`src/rtl/csb_seq.sv`:
```
// Layer command sequencer: pulls CMD_BURST_LEN-word bursts from the command FIFO,
// sanity-checks each layer, hands it to the engine and waits for op_done.
module csb_seq #(
   parameter int unsigned CMD_BURST_LEN = 3,
   parameter int unsigned LAYER_W       = 8
) (
   input  logic               clk,
   input  logic               rst,
   input  logic               op_en,
   input  logic               abort,
   input  logic [LAYER_W-1:0] num_layers,
   input  logic               valid,
   output logic               rd_en,
   input  logic [31:0]        cmd,
   output logic               cmd_valid,
   input  logic               cmd_ready,
   input  logic               op_done,
   output logic [2:0]         op_type,
   output logic [3:0]         stride,
   output logic [7:0]         kernel,
   output logic [7:0]         i_side,
   output logic [7:0]         o_side,
   output logic [15:0]        i_channel,
   output logic [15:0]        o_channel,
   output logic [7:0]         kernel_size,
   output logic [15:0]        stride2,
   output logic [LAYER_W-1:0] layer_idx,
   output logic [2:0]         curr_state,
   output logic               busy,
   output logic               done,
   output logic               err
);
   localparam int unsigned   CW        = $clog2(CMD_BURST_LEN + 1);
   localparam logic [CW-1:0] BURST     = CW'(CMD_BURST_LEN);
   localparam logic [CW-1:0] LAST_WORD = CW'(CMD_BURST_LEN - 1);

   typedef enum logic [2:0] {
      IDLE  = 3'b000,
      FETCH = 3'b001,
      CHECK = 3'b010,
      ISSUE = 3'b011,
      RUN   = 3'b100,
      DONE  = 3'b101,
      ERR   = 3'b110
   } state_t;

   state_t             state;
   logic [CW-1:0]      req_cnt;
   logic [CW-1:0]      word_cnt;
   logic [CW-1:0]      req_nxt;
   logic [LAYER_W-1:0] num_q;
   logic [LAYER_W-1:0] idx_nxt;

   logic [2:0]  sh_op;
   logic [3:0]  sh_stride;
   logic [7:0]  sh_kernel;
   logic [7:0]  sh_iside;
   logic [7:0]  sh_oside;
   logic [15:0] sh_ich;
   logic [15:0] sh_och;
   logic [7:0]  sh_ks;
   logic [15:0] sh_s2;
   logic [15:0] prod;
   logic        check_ok;

   // Reserved command bits, never decoded.
   logic unused_cmd_bits;
   assign unused_cmd_bits = ^{cmd[3], cmd[7:0]};

   always_comb begin
      req_nxt  = req_cnt + {{(CW-1){1'b0}}, rd_en};
      idx_nxt  = layer_idx + LAYER_W'(1);
      prod     = {8'b0, sh_kernel} * {12'b0, sh_stride};
      check_ok = ((sh_op == 3'b001) || (sh_op == 3'b100) || (sh_op == 3'b101)) &&
                 (sh_stride != 4'd0) &&
                 ({4'b0, sh_stride} <= sh_kernel) &&
                 (sh_s2 == prod);
   end

   always_ff @(posedge clk or posedge rst) begin
      if (rst) begin
         state       <= IDLE;
         rd_en       <= 1'b0;
         cmd_valid   <= 1'b0;
         req_cnt     <= '0;
         word_cnt    <= '0;
         num_q       <= '0;
         layer_idx   <= '0;
         sh_op       <= '0;
         sh_stride   <= '0;
         sh_kernel   <= '0;
         sh_iside    <= '0;
         sh_oside    <= '0;
         sh_ich      <= '0;
         sh_och      <= '0;
         sh_ks       <= '0;
         sh_s2       <= '0;
         op_type     <= '0;
         stride      <= '0;
         kernel      <= '0;
         i_side      <= '0;
         o_side      <= '0;
         i_channel   <= '0;
         o_channel   <= '0;
         kernel_size <= '0;
         stride2     <= '0;
      end else if (abort) begin
         // Words still in flight land while IDLE and are dropped there.
         state     <= IDLE;
         rd_en     <= 1'b0;
         cmd_valid <= 1'b0;
         req_cnt   <= '0;
         word_cnt  <= '0;
         layer_idx <= '0;
      end else begin
         unique case (state)
            IDLE: begin
               if (op_en) begin
                  num_q    <= num_layers;
                  req_cnt  <= '0;
                  word_cnt <= '0;
                  if (num_layers != '0) begin
                     layer_idx <= '0;
                     rd_en     <= 1'b1;
                     state     <= FETCH;
                  end else begin
                     state <= DONE;
                  end
               end
            end
            FETCH: begin
               req_cnt <= req_nxt;
               rd_en   <= (req_nxt < BURST);
               if (valid) begin
                  if (word_cnt == CW'(0)) begin
                     sh_op     <= cmd[2:0];
                     sh_stride <= cmd[7:4];
                     sh_kernel <= cmd[15:8];
                     sh_iside  <= cmd[23:16];
                     sh_oside  <= cmd[31:24];
                  end
                  if (word_cnt == CW'(1)) begin
                     sh_ich <= cmd[15:0];
                     sh_och <= cmd[31:16];
                  end
                  if (word_cnt == CW'(2)) begin
                     sh_ks <= cmd[15:8];
                     sh_s2 <= cmd[31:16];
                  end
                  word_cnt <= word_cnt + CW'(1);
                  if (word_cnt == LAST_WORD) state <= CHECK;
               end
            end
            CHECK: begin
               if (check_ok) begin
                  op_type     <= sh_op;
                  stride      <= sh_stride;
                  kernel      <= sh_kernel;
                  i_side      <= sh_iside;
                  o_side      <= sh_oside;
                  i_channel   <= sh_ich;
                  o_channel   <= sh_och;
                  kernel_size <= sh_ks;
                  stride2     <= sh_s2;
                  cmd_valid   <= 1'b1;
                  state       <= ISSUE;
               end else begin
                  state <= ERR;
               end
            end
            ISSUE: begin
               if (cmd_ready) begin
                  cmd_valid <= 1'b0;
                  state     <= RUN;
               end
            end
            RUN: begin
               if (op_done) begin
                  // The final layer keeps its index so layer_idx names the last layer run.
                  if (idx_nxt == num_q) begin
                     state <= DONE;
                  end else begin
                     layer_idx <= idx_nxt;
                     req_cnt   <= '0;
                     word_cnt  <= '0;
                     rd_en     <= 1'b1;
                     state     <= FETCH;
                  end
               end
            end
            DONE: state <= IDLE;
            ERR: begin
               rd_en     <= 1'b0;
               cmd_valid <= 1'b0;
            end
            default: state <= IDLE;
         endcase
      end
   end

   assign curr_state = state;
   assign busy       = (state != IDLE);
   assign done       = (state == DONE);
   assign err        = (state == ERR);

endmodule

```
`config.mk`:
```
export PLATFORM = sky130hd
export DESIGN_NAME = csb_seq
export DESIGN_NICKNAME = d
export VERILOG_FILES = /design/src/rtl/csb_seq.sv
export SDC_FILE = /design/constraint.sdc
export NUM_CORES = 1
export LEC_CHECK = 0
export CORE_ASPECT_RATIO = 0.9
export CORE_MARGIN = 5
export CORE_UTILIZATION = 35
export DETAILED_ROUTE_END_ITERATION = 8
export GPL_TIMING_DRIVEN = 0
export HOLD_SLACK_MARGIN = 0.05
export PLACE_DENSITY = 0.64
export SYNTH_ARGS = -nofsm -noshare
export SYNTH_HDL_FRONTEND = slang
export SYNTH_SLANG_ARGS = --single-unit
```
`constraint.sdc`:
```
create_clock -name clk -period 7.1 [get_ports clk]
set_clock_uncertainty 0.15 [all_clocks]
set_input_delay 1.065 -clock clk [delete_from_list [all_inputs] [get_ports clk]]
set_output_delay 1.065 -clock clk [all_outputs]
set_load 0.02 [all_outputs]
```
==> metrics.cfg <==
[cts]
cts_buffer_depth=2
cts_buffers=17
number_of_buffers_inserted_by_post_cts_setup_repair=0
cts_tree=yes
clk_transition_reported_paths_ns=0.08
clock_sink_count=199
cts-htree-levels=4
ctsResizeCount=0
cts-root-buf=sky130_fd_sc_hd__clkbuf_16
cts.hold.buffers_added=0
clk_lat_worst_skew_ns=0.43

[setup_path]
regToRegSetupSlack_ns=1.82
worst_path_most_repeated_cell=sky130_fd_sc_hd__fa_1
rr_worst_depth=14
worst-setup-path-type=flop to flop
required_ns=7.26
worst_setup_path_startpoint=sh_stride[3]
path_max_fanout=10
crit-reg2reg-capture=kernel_size[2]
regToRegStartpoint=sh_stride[3]
endpoint_kind=flop
worst_ep_arrival_time_ns=5.44
critical_path.cell_chain=clkbuf_1 > nand2_1 > fa_1 > fa_1 > fa_1 > nor2b_1 > o2111ai_1 > and4b_1 > xnor2_1 > or4_1 > nor3_4 > buf_6 > buf_6 > mux2_1
worst_setup_path_start_kind=flop
timing.critical_path.slowest_stage_cell=sky130_fd_sc_hd__fa_1
cpPeakStageDelay_ns=0.54

[placed_design]
dpl.cell_count=1226
placed_area_mm2=0.0114
gpl_wtd_cong=0.842
detailedPlace.worstSlack_ns=1.80
io_buffers=149
hpwl_um=16100

[synth]
post_synth_instance_area_mm2=0.00937
netlist_instances=727
synthFlopType=sky130_fd_sc_hd__dfrtp_1
synth_async_sr_flop_share=1.00
syn-num-nets=815
synth_edf_count=0
post_synthesis_sequential_element_count=199
yosysWarnings=0
syn-mean-instance-area_um2=12.9
synth.distinct_cells=52
seq_area_frac_synth=0.531

[sta]
worst_margin_pin_slew_ns=0.809
slew_headroom=0.461
max_clock_freq_mhz=189
setup_ws_final_ns=1.82
finalHoldViolations=0
drv_slew=0
final.min_clock_period_ns=5.28
final.period_utilization=0.744
setup_viol=0
whs_ns=0.335
grt_setup_unrepaired=no

[pwr]
p_comb_frac=0.402
irDropWorstVdd_uv=175
power.sequential.fraction=0.367
switching_fraction=0.368
power.leakage_nw=5.54
switchingPower_mw=1.55
power_density_mw_per_mm2=352
power_frac_clock=0.231
internal_dissipation_mw=2.66

[cells_and_area]
final_layout_size_suffix_gt1_frac=0.232
fillers=2458
multi_input_comb_area_mm2=0.00411
finish.net_count=985
post_layout_nonfiller_instances=1258
layout.area.seq_mm2=0.00498
insertedDiodeCount=0
area.growth.synth_to_final_pct=27.5
design_area_mm2=0.0119
layout_commonest_cell=sky130_fd_sc_hd__dfrtp_1
layout.cells.most_common_list=sky130_fd_sc_hd__dfrtp_1, sky130_fd_sc_hd__mux2_2, sky130_fd_sc_hd__clkdlybuf4s50_1, sky130_fd_sc_hd__nand2_1, sky130_fd_sc_hd__inv_1

[hold_path]
holdCritStartpoint=sh_ks[5]
hold-path-cell-count=1
min_to=kernel_size[5]
type_of_the_most_critical_hold_path=flop to flop

[grt]
grt.overflow.total=0
pin_count_of_the_biggest_net_entering_global_routing=129
track_usage=0.151
grt_pass1_wl_um=36100
grt_pass1_vias=6398
initial_antenna_violation_count=0

[floorplan]
core_area_mm2=0.0262
rows=56
floorplan.die.width_um=182
fp.dieH_um=165
initial_core_util=0.358
io-pin-count=150
die_area_mm2=0.0301

[routing]
drc=0
vias_per_cell=4.91
num_vias=6173
drtIter0Drc=336
finalWirelength_um=22200
first_pass_iters=4
post_detailed_route_wirelength_per_cell_um=17.7
final_antenna_net_count=0

[run_status]
outcome=finished, final reports clean

[job]
count_of_max_cap_constraint_violations=0

[worst max path at each step]
stage / end / slack (ns) / depth (start not counted)
floorplan: cmd_valid / 0.46 / 1
detailed placement: kernel_size[2] / 1.80 / 14
global route: kernel_size[2] / 1.52 / 15
CTS: kernel_size[2] / 1.78 / 14
finish: kernel_size[2] / 1.82 / 14
global placement: sh_s2[15] / -2.34 / 2
[final cells by class]
class / count / share of cell area
tap: 348 / 0.0365
sequential: 199 / 0.417
clock buffer: 18 / 0.0359
inverter: 32 / 0.0107
clock inverter: 14 / 0.0131
multi-input combinational: 464 / 0.344
buffer: 32 / 0.0138
timing repair buffer: 151 / 0.129
[synth_stat cells, types with 5 or more instances]
library cell / instances / area (um^2)
sky130_fd_sc_hd__dfrtp_1: 199 / 4980
sky130_fd_sc_hd__mux2_2: 164 / 1850
sky130_fd_sc_hd__nand2_1: 54 / 203
sky130_fd_sc_hd__inv_1: 32 / 120
sky130_fd_sc_hd__ha_1: 29 / 363
sky130_fd_sc_hd__nor2_1: 20 / 75.1
sky130_fd_sc_hd__clkbuf_1: 19 / 71.3
sky130_fd_sc_hd__a21oi_1: 17 / 85.1
sky130_fd_sc_hd__mux2_1: 14 / 158
sky130_fd_sc_hd__xnor2_1: 14 / 123
sky130_fd_sc_hd__fa_1: 12 / 240
sky130_fd_sc_hd__nor2b_1: 11 / 68.8
sky130_fd_sc_hd__xor2_1: 9 / 78.8
sky130_fd_sc_hd__nand2b_1: 8 / 50.1
sky130_fd_sc_hd__nor3_1: 8 / 40.0
sky130_fd_sc_hd__and2_1: 7 / 43.8
sky130_fd_sc_hd__nand3_1: 7 / 35.0
sky130_fd_sc_hd__and3_1: 6 / 37.5
sky130_fd_sc_hd__buf_4: 6 / 45.0
sky130_fd_sc_hd__o21ai_0: 6 / 30.0
sky130_fd_sc_hd__mux2i_1: 5 / 50.1
sky130_fd_sc_hd__nand4_1: 5 / 31.3
sky130_fd_sc_hd__nor4_1: 5 / 31.3
sky130_fd_sc_hd__o211ai_1: 5 / 37.5
sky130_fd_sc_hd__o31ai_1: 5 / 37.5
sky130_fd_sc_hd__o32ai_1: 5 / 43.8
sky130_fd_sc_hd__o41ai_1: 5 / 43.8
[power groups by stage]
stage               Sequential, mW  Combinational (mW)  Clock (mW)
floorplan                     1.55                1.24           0
finish                        1.54                1.69       0.972
global route                  1.58                1.90        1.04
detailed placement            1.57                1.68           0
CTS                           1.54                1.70        1.01
global placement              1.56                1.64           0
[routing by layer]
metal | track usage | wire length (um) | up-vias
li1 | - | - | 2921
met1 | 0.214 | 10800 | 3112
met2 | 0.235 | 10100 | 130
met3 | 0.0410 | 1150 | 10
met4 | 0.0286 | 182 | 0
met5 | 0 | 0 | -
[through the flow]
stage                     setup TNS (ns)  total power [mW]  utilization
after global placement           -462.51              3.20        0.431
after global routing                   0              4.52        0.456
after floorplan                        0              2.79            -
after CTS                              0              4.25        0.456
after detailed placement               0              3.25        0.433
final                                  0              4.21        0.456
[kinds of logic (layout without fill, tap and decap cells)]
group	count (synthesis)	in the layout	share of synthesized area
buffers and inverters	64	247	0.0304
AND/OR/NAND/NOR	145	145	0.0776
adder cells (fa/ha/maj)	41	41	0.0644
AO/OA/AOI/OAI	72	72	0.0554
multiplexers	183	183	0.219
flip-flops	199	199	0.531
XOR/XNOR	23	23	0.0215
[registers in the layout, indices dropped and copies added, names as in the netlist, 4 cells and up]
register / cells
i_channel: 16
i_side: 8
kernel: 8
kernel_size: 8
layer_idx: 8
num_q: 8
o_channel: 16
o_side: 8
sh_ich: 16
sh_iside: 8
sh_kernel: 8
sh_ks: 8
sh_och: 16
sh_oside: 8
sh_s2: 16
sh_stride: 4
stride: 4
stride2: 16
[worst max-delay path, delay by kind of cell, from the launching register on]
kind	cells	cell delay, ns
adder cells (fa/ha/maj)	3	1.57
AND/OR/NAND/NOR	5	1.58
XOR/XNOR	1	0.15
buffers and inverters	3	0.85
flip-flops	1	0.38
AO/OA/AOI/OAI	1	0.13
multiplexers	1	0.34
Note: power is estimated with default switching activity, not from simulation.
